[src/rtl/uart_rx_ctrl.sv]
// UART receive-side word packer: gathers eight received bytes (LSB byte first) into
// a 64-bit word and writes each word to memory at consecutive addresses per armed session.
module uart_rx_ctrl #(
  parameter int unsigned WORDS     = 4,
  parameter logic [15:0] BASE_ADDR = 16'h0000
) (
  input  logic        clk,
  input  logic        rst_n,
  input  logic        button,
  input  logic        rxDone,
  input  logic        rxErr,
  input  logic [7:0]  data_rx,
  output logic [63:0] data_out,
  output logic [15:0] data_addr,
  output logic        memwrite,
  output logic        busy,
  output logic        done,
  output logic        err
);

  typedef enum logic [1:0] {
    ST_IDLE = 2'd0,
    ST_RECV = 2'd1,
    ST_DONE = 2'd2
  } state_e;

  localparam logic [15:0] LAST_WORD = 16'(WORDS - 32'd1);

  state_e      state_q, state_d;
  logic        btn_q;
  logic [63:0] shift_q, shift_d;
  logic [63:0] data_out_q, data_out_d;
  logic [15:0] data_addr_q, data_addr_d;
  logic        memwrite_q, memwrite_d;
  logic        busy_q, busy_d;
  logic        done_q, done_d;
  logic        err_q, err_d;
  logic [2:0]  byte_cnt_q, byte_cnt_d;
  logic [15:0] word_cnt_q, word_cnt_d;

  logic        start_s;
  logic        accept_s;
  logic        drop_s;
  logic [5:0]  byte_lsb_s;

  // Falling edge of the idle-high button arms a session.
  assign start_s    = btn_q & ~button;
  assign accept_s   = (state_q == ST_RECV) & rxDone & ~rxErr;
  assign drop_s     = (state_q == ST_RECV) & rxDone & rxErr;
  assign byte_lsb_s = {byte_cnt_q, 3'b000};

  // Next-state and datapath update.
  always_comb begin
    state_d     = state_q;
    shift_d     = shift_q;
    data_out_d  = data_out_q;
    data_addr_d = data_addr_q;
    memwrite_d  = 1'b0;
    busy_d      = busy_q;
    done_d      = done_q;
    err_d       = err_q;
    byte_cnt_d  = byte_cnt_q;
    word_cnt_d  = word_cnt_q;

    case (state_q)
      ST_IDLE, ST_DONE: begin
        if (start_s) begin
          state_d     = ST_RECV;
          data_addr_d = BASE_ADDR;
          byte_cnt_d  = 3'd0;
          word_cnt_d  = 16'd0;
          err_d       = 1'b0;
          done_d      = 1'b0;
          busy_d      = 1'b1;
        end else begin
          state_d = state_q;
        end
      end

      ST_RECV: begin
        if (accept_s) begin
          shift_d[byte_lsb_s +: 8] = data_rx;
          byte_cnt_d               = byte_cnt_q + 3'd1;
          if (byte_cnt_q == 3'd7) begin
            // The eighth byte goes straight to the output; the shift copy is stale after this.
            data_out_d = {data_rx, shift_q[55:0]};
            memwrite_d = 1'b1;
          end else begin
            memwrite_d = 1'b0;
          end
        end else if (drop_s) begin
          err_d = 1'b1;
        end else begin
          err_d = err_q;
        end

        // Address advances only once the write strobe has been seen by memory.
        if (memwrite_q) begin
          data_addr_d = data_addr_q + 16'd1;
          word_cnt_d  = word_cnt_q + 16'd1;
          if (word_cnt_q == LAST_WORD) begin
            state_d = ST_DONE;
            busy_d  = 1'b0;
            done_d  = 1'b1;
          end else begin
            state_d = ST_RECV;
          end
        end else begin
          word_cnt_d = word_cnt_q;
        end
      end

      default: begin
        state_d = ST_IDLE;
        busy_d  = 1'b0;
        done_d  = 1'b0;
      end
    endcase
  end

  // State and datapath registers.
  always_ff @(posedge clk or negedge rst_n) begin
    if (!rst_n) begin
      state_q     <= ST_IDLE;
      btn_q       <= 1'b1;
      shift_q     <= 64'd0;
      data_out_q  <= 64'd0;
      data_addr_q <= BASE_ADDR;
      memwrite_q  <= 1'b0;
      busy_q      <= 1'b0;
      done_q      <= 1'b0;
      err_q       <= 1'b0;
      byte_cnt_q  <= 3'd0;
      word_cnt_q  <= 16'd0;
    end else begin
      state_q     <= state_d;
      btn_q       <= button;
      shift_q     <= shift_d;
      data_out_q  <= data_out_d;
      data_addr_q <= data_addr_d;
      memwrite_q  <= memwrite_d;
      busy_q      <= busy_d;
      done_q      <= done_d;
      err_q       <= err_d;
      byte_cnt_q  <= byte_cnt_d;
      word_cnt_q  <= word_cnt_d;
    end
  end

  assign data_out  = data_out_q;
  assign data_addr = data_addr_q;
  assign memwrite  = memwrite_q;
  assign busy      = busy_q;
  assign done      = done_q;
  assign err       = err_q;

endmodule

[config.mk]
export PLATFORM = sky130hd
export DESIGN_NAME = uart_rx_ctrl
export DESIGN_NICKNAME = d
export VERILOG_FILES = /design/src/rtl/uart_rx_ctrl.sv
export SDC_FILE = /design/constraint.sdc
export NUM_CORES = 1
export LEC_CHECK = 0
export CELL_PAD_IN_SITES_DETAIL_PLACEMENT = 0
export CELL_PAD_IN_SITES_GLOBAL_PLACEMENT = 2
export CORE_MARGIN = 2
export CORE_UTILIZATION = 33
export DETAILED_ROUTE_END_ITERATION = 10
export GPL_ROUTABILITY_DRIVEN = 0
export PLACE_DENSITY = 0.7
export SYNTH_ARGS = -nofsm -noshare
export SYNTH_HDL_FRONTEND = slang
export SYNTH_SLANG_ARGS = --single-unit
[constraint.sdc]
create_clock -name clk -period 3 [get_ports clk]
set_input_delay 0.6 -clock clk [delete_from_list [all_inputs] [get_ports clk]]
set_output_delay 0.6 -clock clk [all_outputs]
set_load 0.01 [all_outputs]
==> summary.txt <==
GRT
  – Initial antenna violation count: 0
  – Largest net degree at the start of global routing: 72
  – Vias in the first global route: around 4,800
  – First-pass GRT wire length: approximately 25 mm
  – GR Util All Layers: 0.1500
  – GR Overflow Total: 0

Drt
  – Via Count: 4,471
  – Post-route ant nets: 0
  – DR pass1 iterations: 4
  – Number of remaining DRC errors: 0
  – Final WL: 15.27 mm
  – Initial drt markers: 173
  – WL per Instance: 16.59 um
  – Via-per-instance ratio: 4.860

Timing
  – Setup violators final: 0
  – Slew Viols, Final: 0
  – Tcrit/Tclk final: 0.8120
  – Max-slew headroom: 0.5525
  – Setup TNS: 0 ns
  – Fmax: 410.5 MHz
  – Fin crit period: roughly 2.4 ns
  – RSZ-0062 raised after global routing: false
  – Worst setup margin: 0.5640 ns
  – Fin. Hold Viols: 0
  – Slew @ Worst Pin: roughly 0.67 ns
  – Clock Skew: 0.008261 ns

Critical path
  – Worst R2R Setup Slack: 0.56 ns
  – Max Fanout on Critical Path: 13
  – Critical path capture point type: flop
  – CP Launch Type: flop
  – Arrival time at the worst endpoint: 2.74 ns
  – Critical path class: flop to flop
  – Critical path data required time: roughly 3.3 ns

Final layout
  – Post-layout util: 0.4300
  – Area delta synth->final: 28.04%
  – Final #Nets: 660
  – Share of layout cells above drive strength 1: 0.2492
  – N_diodes: 0
  – Commonest non-fill, non-tap cells in the layout: dfrtp_1, mux2_2, clkdlybuf4s50_1
  – Commonest non-fill, non-tap cell in the layout: dfrtp_1
  – Fillers: ~1,900

Synth
  – FF+latch count, synth: 162
  – Netlist Area Pre-Place: 0.006773 mm^2
  – Top_reg_cell synth: dfrtp_1
  – Number of synthesis warnings: 0
  – Sequential fraction of the synthesis area: 0.5987
  – Unique cell type count in the Yosys netlist: 46
  – Post-synth EDFFs: 0
  – Ys async rst share: 1.000
  – Mapped Cells: between 500 and 600
  – Syn_area_per_cell: around 13 um^2
  – Synth Net Count: 551

Floorplan
  – Placement Rows: 52
  – Die Y: 147.3 um
  – Die width: 147.3 um
  – Starting Density: 0.3358
  – CORE AREA: just over 0.02 mm^2
  – Area of the die: 0.02169 mm^2
  – IO Count: 97

Worst hold path
  – Worst hold path class: primary input to async pin

Clock tree
  – Post-CTS setup buffers: 0
  – Cts bufs inserted: 17
  – Max clock buf depth: 2
  – Root cell of the clock tree: clkbuf_16
  – # H-tree levels: 4
  – Clk pin slew, worst setup/hold paths: approximately 0.060 ns
  – CTS sink count: 162
  – # resized after CTS: 0
  – Hold_buf cts: 0
  – Worst-Skew Late Latency: 0.42 ns
  – CTS tree: yes

Placed design
  – DP HPWL: 10.43 mm
  – Dpl ws: roughly 0.34 ns
  – Port bufs: 96

Pwr
  – Leak: 3.975 nW
  – Power per cell area: 776.1 mW/mm^2
  – Maximum vdd drop: 432.6 uV

Outcome
  – Status: completed

Flow run
  – Max-Cap Viols: 0
## critical path, stage by stage (launching register included)
cell	delay [ns]
dfrtp_1	0.58
inv_1	0.13
ha_1	0.26
ha_1	0.37
nor4b_1	0.31
nand2_1	0.32
mux2_2	0.36
## synthesized netlist by cell type, types with 2 or more instances
| cell | number | area share |
|---|---|---|
| a21oi_1 | 14 | 0.010 |
| a22o_1 | 4 | 0.0052 |
| a31oi_1 | 3 | 0.0028 |
| a41o_1 | 2 | 0.0030 |
| and2_1 | 13 | 0.012 |
| and3_1 | 4 | 0.0037 |
| and3b_1 | 2 | 0.0026 |
| and4_1 | 4 | 0.0052 |
| buf_6 | 2 | 0.0033 |
| clkbuf_1 | 18 | 0.010 |
| dfrtp_1 | 161 | 0.59 |
| ha_1 | 10 | 0.018 |
| inv_1 | 16 | 0.0089 |
| mux2_2 | 104 | 0.17 |
| nand2_1 | 30 | 0.017 |
| nand3_1 | 17 | 0.013 |
| nand3b_1 | 2 | 0.0022 |
| nand4_1 | 9 | 0.0083 |
| nor2_1 | 23 | 0.013 |
| nor3_1 | 5 | 0.0037 |
| nor3b_1 | 2 | 0.0022 |
| nor3b_2 | 2 | 0.0037 |
| nor4_1 | 5 | 0.0046 |
| nor4bb_1 | 2 | 0.0030 |
| o21ai_0 | 27 | 0.020 |
| o31ai_1 | 6 | 0.0067 |
| or3_1 | 7 | 0.0065 |
| or4_1 | 5 | 0.0055 |
| xnor2_1 | 7 | 0.0091 |
| xor2_1 | 6 | 0.0078 |
## final timing paths
path,depth (start not counted),end,from
max,6,shift_q[3],byte_cnt_q[0]
min in group clk,2,data_out[28],data_out[28]
max in group asynchronous,2,shift_q[44],rst_n
min reg2reg,2,data_out[28],data_out[28]
min,1,busy,rst_n
max reg2reg,6,shift_q[3],byte_cnt_q[0]
## per-layer routing
metal | GRT usage | up-vias | wire (um)
li1 | - | 2105 | -
met1 | 0.1931 | 2260 | 7059
met2 | 0.2414 | 94 | 7130
met3 | 0.05280 | 12 | 938
met4 | 0.04087 | 0 | 138
met5 | 0 | - | 0
## cell families (layout without fill, tap and decap cells)
| family | Yosys count | count (layout) | synth area share |
|---|---|---|---|
| XOR/XNOR | 13 | 13 | 0.01681 |
| adder cells (fa/ha/maj) | 10 | 10 | 0.01847 |
| flip-flops | 162 | 162 | 0.5987 |
| AND/OR/NAND/NOR | 137 | 137 | 0.1108 |
| multiplexers | 105 | 105 | 0.1746 |
| buffers and inverters | 37 | 159 | 0.02291 |
| AO/OA/AOI/OAI | 64 | 64 | 0.05764 |
## area by class of cell
cell class / instances / area [um^2] / share of cell area
Timing Repair Buffer: 111 / 1075 / 0.1239
Multi-Input combinational cell: 329 / 2576 / 0.2971
Clock buffer: 18 / 439.2 / 0.05064
Inverter: 16 / 60.06 / 0.006925
Tap cell: 270 / 337.8 / 0.03896
Clock inverter: 14 / 128.9 / 0.01486
Sequential cell: 162 / 4055 / 0.4676
## registers in the layout, indices dropped and copies added (netlist names)
name	count
byte_cnt_q	3
shift_q	56
err	1
data_out	64
busy	1
btn_q	1
done	1
data_addr	16
memwrite	1
word_cnt_q	16
state_q	2
## through the flow
| step | total power (W) | hold slack, ns | instance area [um^2] | std cells |
|---|---|---|---|---|
| 3_5_place_dp | 0.004726 | 0.4777 | 8104 | 888 |
| 2_1_floorplan | 0.003928 | 0.3044 | 6773 | 528 |
| 6_report | 0.006730 | 0.1808 | 8672 | 920 |
| 3_3_place_gp | 0.004668 | 0.4688 | 8104 | 888 |
| 5_1_grt | 0.007152 | 0.2158 | 8672 | 920 |
| 4_1_cts | 0.006850 | 0.2050 | 8672 | 920 |
## power by group
group          switching (W)  total (W)  internal (W)  leakage, nW
Combinational       0.000672    0.00155      0.000874         1.53
Clock               0.000899    0.00207       0.00117        0.273
Sequential          0.000369    0.00311       0.00274         2.17
Power figures use the tool's default switching activity.
